$ cat config.mk
export PLATFORM = sky130hd
export DESIGN_NAME = pipelined_rca
export DESIGN_NICKNAME = d
export VERILOG_FILES = /design/src/rtl/pipelined_rca_pkg.sv /design/src/rtl/rca_segment.sv /design/src/rtl/pipelined_rca.sv
export SDC_FILE = /design/constraint.sdc
export NUM_CORES = 1
export LEC_CHECK = 0
export CAP_MARGIN = 20
export CORE_MARGIN = 1.5
export CORE_UTILIZATION = 54
export DETAILED_ROUTE_END_ITERATION = 8
export PLACE_DENSITY = 0.91
export SLEW_MARGIN = 20
export SYNTH_ARGS = -nofsm -noshare
export SYNTH_HDL_FRONTEND = slang
export SYNTH_SLANG_ARGS = --single-unit
$ cat constraint.sdc
create_clock -name clk -period 3.09 [get_ports clk]
set_clock_uncertainty 0.05 [all_clocks]
set_input_delay 0.618 -clock clk [delete_from_list [all_inputs] [get_ports clk]]
set_output_delay 0.618 -clock clk [all_outputs]
set_load 0.05 [all_outputs]
$ cat src/rtl/pipelined_rca_pkg.sv
// Shared defaults and mode encoding for the pipelined ripple-carry adder/subtractor.
package pipelined_rca_pkg;

  localparam int WIDTH_DEF = 16;
  localparam int SEG_DEF   = 4;

  typedef enum logic {
    MODE_ADD = 1'b0,
    MODE_SUB = 1'b1
  } mode_e;

endpackage

$ cat src/rtl/rca_segment.sv
// Combinational SEG-bit ripple adder; also exposes the carry into its MSB for overflow detection.
module rca_segment
  import pipelined_rca_pkg::*;
#(
  parameter int SEG = SEG_DEF
) (
  input  logic [SEG-1:0] a_i,
  input  logic [SEG-1:0] b_i,
  input  logic           cin_i,
  output logic [SEG-1:0] sum_o,
  output logic           cout_o,
  output logic           msb_cin_o
);

  logic [SEG:0] c;

  // NOTE: every variable written here gets a default first, so no path can leave it unassigned and infer a latch.
  always_comb begin
    c     = '0;
    sum_o = '0;
    c[0]  = cin_i;
    for (int i = 0; i < SEG; i++) begin
      sum_o[i] = a_i[i] ^ b_i[i] ^ c[i];
      c[i+1]   = (a_i[i] & b_i[i]) | (c[i] & (a_i[i] ^ b_i[i]));
    end
  end

  assign cout_o    = c[SEG];
  assign msb_cin_o = c[SEG-1];

endmodule

$ cat src/rtl/pipelined_rca.sv
// WIDTH-bit add/subtract pipelined SEG bits per stage, with valid/ready flow control that stalls as a whole.
module pipelined_rca
  import pipelined_rca_pkg::*;
#(
  parameter int WIDTH = WIDTH_DEF,
  parameter int SEG   = SEG_DEF
) (
  input  logic             clk,
  input  logic             rst_n,
  input  logic             in_valid,
  output logic             in_ready,
  input  logic [WIDTH-1:0] a,
  input  logic [WIDTH-1:0] b,
  input  logic             carry_in,
  input  logic             sub,
  output logic             out_valid,
  input  logic             out_ready,
  output logic [WIDTH-1:0] result,
  output logic             carry_out,
  output logic             overflow
);

  localparam int STAGES = WIDTH / SEG;

  if ((SEG < 1) || (SEG > WIDTH) || ((WIDTH % SEG) != 0)) begin : g_bad_params
    $error("pipelined_rca: WIDTH (%0d) must be a positive multiple of SEG (%0d)", WIDTH, SEG);
  end

  logic             is_sub;
  logic             advance;

  logic [STAGES-1:0] valid_q, valid_d, carry_q, carry_d, msb_q, msb_d;
  logic [WIDTH-1:0]  a_q   [STAGES];
  logic [WIDTH-1:0]  a_d   [STAGES];
  logic [WIDTH-1:0]  b_q   [STAGES];
  logic [WIDTH-1:0]  b_d   [STAGES];
  logic [WIDTH-1:0]  res_q [STAGES];
  logic [WIDTH-1:0]  res_d [STAGES];

  logic [STAGES-1:0] v_in, c_in, seg_cout, seg_msb;
  logic [WIDTH-1:0]  a_in  [STAGES];
  logic [WIDTH-1:0]  b_in  [STAGES];
  logic [WIDTH-1:0]  r_in  [STAGES];
  logic [SEG-1:0]    seg_sum [STAGES];

  assign is_sub   = (mode_e'(sub) == MODE_SUB);
  assign advance  = !(valid_q[STAGES-1] && !out_ready);
  assign in_ready = rst_n && advance;

  // Subtraction is folded into stage 0: invert B and the borrow so every stage only ever adds.
  always_comb begin
    v_in[0] = in_valid;
    a_in[0] = a;
    b_in[0] = b ^ {WIDTH{is_sub}};
    c_in[0] = carry_in ^ is_sub;
    r_in[0] = '0;
    for (int k = 1; k < STAGES; k++) begin
      v_in[k] = valid_q[k-1];
      a_in[k] = a_q[k-1];
      b_in[k] = b_q[k-1];
      c_in[k] = carry_q[k-1];
      r_in[k] = res_q[k-1];
    end
  end

  for (genvar k = 0; k < STAGES; k++) begin : g_stage
    rca_segment #(.SEG(SEG)) u_seg (
      .a_i       (a_in[k][k*SEG +: SEG]),
      .b_i       (b_in[k][k*SEG +: SEG]),
      .cin_i     (c_in[k]),
      .sum_o     (seg_sum[k]),
      .cout_o    (seg_cout[k]),
      .msb_cin_o (seg_msb[k])
    );
  end

  always_comb begin
    valid_d = v_in;
    carry_d = seg_cout;
    msb_d   = seg_msb;
    for (int k = 0; k < STAGES; k++) begin
      a_d[k]                 = a_in[k];
      b_d[k]                 = b_in[k];
      res_d[k]               = r_in[k];
      res_d[k][k*SEG +: SEG] = seg_sum[k];
    end
  end

  // NOTE: these are pipeline registers, not a memory, so the data is reset too; that keeps outputs at 0 during reset.
  // NOTE: non-blocking assignments so every stage samples the previous stage's old value on the same edge.
  always_ff @(posedge clk or negedge rst_n) begin
    if (!rst_n) begin
      valid_q <= '0;
      carry_q <= '0;
      msb_q   <= '0;
      for (int k = 0; k < STAGES; k++) begin
        a_q[k]   <= '0;
        b_q[k]   <= '0;
        res_q[k] <= '0;
      end
    end else if (advance) begin
      valid_q <= valid_d;
      carry_q <= carry_d;
      msb_q   <= msb_d;
      for (int k = 0; k < STAGES; k++) begin
        a_q[k]   <= a_d[k];
        b_q[k]   <= b_d[k];
        res_q[k] <= res_d[k];
      end
    end
  end

  assign out_valid = valid_q[STAGES-1];
  assign result    = res_q[STAGES-1];
  assign carry_out = carry_q[STAGES-1];
  assign overflow  = carry_q[STAGES-1] ^ msb_q[STAGES-1];

  // The last stage has no successor for its operand skew, and only its MSB tap feeds overflow.
  logic unused_tail;
  assign unused_tail = ^{a_q[STAGES-1], b_q[STAGES-1], msb_q};

endmodule

==> summary.md <==
| Metric | Value |
|---|---|
| Area contributors post-synth | dfrtp_1 (57%), mux2_2 (21%), fa_1 (7.6%) |
| WL/cell | 15.57 um |
| Final Hold Violating Endpoints | 0 |
| Most frequent cells in the layout | dfrtp_1 (97), mux2_2 (78), clkdlybuf4s50_1 (54) |
| Vias per inst | 4.993 |
| Worst Max-Slew Pin Slew | 0.8643 ns |
| Pins over their slew limit | 0 |
| CTS tree | done |
| Min cycle time layout | 2.807 ns |
| Synth Net Count | 334 |
| Clock H-tree levels | 3 |
| Clock Path Buffers | 2 |
| Setup Buffers After CTS | 0 |
| Ports | 58 |
| Synth Register Bits | 97 |
| RD Place Congestion | 0.7362 |
| Max VDD drop | 0.6948 mV |
| Row count | 32 |
| Fin worst setup slack | 0.2828 ns |
| Syn avg cell area | 15.11 um^2 |
| Grt total ovfl | 0 |
| Seq/Total Area, Yosys | 57.36% |
| RSZ-0062 raised after global routing | no |
| Crit Path Max Fanout | 1 |
| Chip Width | 91.52 um |
| CP required | 3.29 ns |
| Crit path arrival time | 3.01 ns |
| Cell Area, Synth | 4232 um^2 |
| Port-buffer cells | 57 |
| CP Capture Type | register |
| Worst setup SP type | input port |
| Post-synth EDFFs | 0 |
| Yosys warns | 0 |
| Max-cap violations | 0 |
| Min-Delay Path Class | input port to asynchronous set/reset pin |
| Yosys top cell by area | dfrtp_1 |
| GR Util All Layers | 18.88% |
| Hold_ws | 0.1087 ns |
| First-pass GRT wire length | 12090 um |
| Core Region | 7647 um^2 |
| Post-DRT Antenna Nets | 0 |
| Total Neg Setup Slack | 0 ns |
| Antenna violations before repair | 0 |
| Most common cell after layout, fill and taps aside | dfrtp_1 |
| Pre-CTS setup slack | -0.2980 ns |
| Setup violators final | 0 |
| DRC viols | 0 |
| Clk Latency, worst-skew pair | 0.36 ns |
| Post-DP HPWL | 4802 um |
| Die Y | 91.52 um |
| PD cells | 1057 nW/um^2 |
| Routed wire length | 6945 um |
| CP Class | input port to register |
| Initial DRC count | 143 |
| Num CTS Buffers | 9 |
| DP Cell Count | 430 |
| Asr flop ratio synth | 100.0% |
| TritonCTS Sinks | 97 |
| Vias after detailed routing | 2227 |
| Top_reg_cell synth | dfrtp_1 |
| Pleak | 2.258 nW |
| Fraction of layout cells with a size suffix above 1 | 31.98% |
| Initial DRT Pass Iterations | 4 |
| Max Clk Rate | 356.2 MHz |
| Post-Layout Cell Count | 446 |
| Post-cts sizing count | 0 |
| Post-synth top area share | 57.36% |
| Cell variety after synth | 17 |
| CTS hold repair buffers | 0 |
| CTS Root Buffer Type | clkbuf_8 |
| Part of the cycle the worst path needs | 90.85% |
| CTS clk-pin slew, worst paths | 0.09 ns |
| Final Core Density | 67.77% |
| Area Growth Syn to Fin | 22.47% |
| ANT cells | 0 |
| Slew Limit Headroom | 42.38% |
| Die ar. | 8376 um^2 |
| Initial core utilization | 55.33% |
| Final #Nets | 393 |
| Mapped Cells | 280 |
| Largest net degree at the start of global routing | 72 |
| Number of global-route vias before repair | 2598 |
| Status | complete, no violations |
power breakdown:
group	leakage (nW)	switching [mW]	internal [mW]	total, mW
clock network	0.140	0.438	0.702	1.14
registers	1.14	0.309	1.84	2.15
logic	0.981	1.13	1.06	2.19
Yosys cell counts (2+ instances only):
cell and instances:
inv_1 25, fa_1 16, mux2_2 78, o21ai_0 10, buf_6 3, nand3b_1 10, buf_2 8, xor2_1 13
xnor2_1 5, mux2_4 6, mux2i_1 2, dfrtp_1 97, clkbuf_1 3
through the flow:
stage / total power, mW / cell area, um^2
after detailed placement: 4.373 / 4890
after global routing: 5.830 / 5182
after floorplan: 3.699 / 4232
after global placement: 4.246 / 4890
final: 5.477 / 5182
after CTS: 5.542 / 5180
per-layer routing:
metal	part of all wire [%]	GRT usage, %
met1	45	24.03
met2	50	31.16
met3	3.3	4.104
met4	2.1	8.203
met5	0	0
registers in the layout (all words and copies together) (netlist names):
signal and count:
a_d 24, msb_q 1, valid_q 4, result 16, r_in 24, b_d 24
carry_q 4
final cells by class:
type	instances	area (um^2)
clock buffer	9	123.9
clock inverter	7	166.4
fill	515	2465
inverter	25	93.84
multi-input combinational	143	1618
sequential	97	2427
tap	102	127.6
timing repair buffer	63	625.6
path summary, 6_finish.rpt:
| path | startpoint | endpoint | slack (ns) | cells past startpoint |
|---|---|---|---|---|
| worst max-delay path | b[0] | r_in[35] | 0.28 | 10 |
| worst min-delay path | rst_n | valid_q[2] | 0.11 | 1 |
| worst max register to register | b_d[12] | result[15] | 0.73 | 7 |
| worst min register to register | valid_q[2] | valid_q[3] | 0.42 | 1 |
| max in group asynchronous | rst_n | a_d[39] | 1.70 | 2 |
| min in group clk | valid_q[2] | valid_q[3] | 0.42 | 1 |
logic make-up after synthesis:
kind of cell    count (synthesis)  share of synthesized area [%]
compound gates                 10                          1.183
xor+xnor                       18                          3.726
fa+ha+maj                      16                          7.570
buf+inv                        40                          4.406
flops                          97                          57.36
mux                            86                          23.36
simple gates                   13                          2.395
critical path, cell delays in order:
cell and delay, ns:
clkdlybuf4s50_1 0.42, xnor2_1 0.16, fa_1 0.41, inv_1 0.09, fa_1 0.16, inv_1 0.05
fa_1 0.36, inv_1 0.08, fa_1 0.40, mux2_2 0.26
Note: power is estimated with default switching activity, not from simulation.
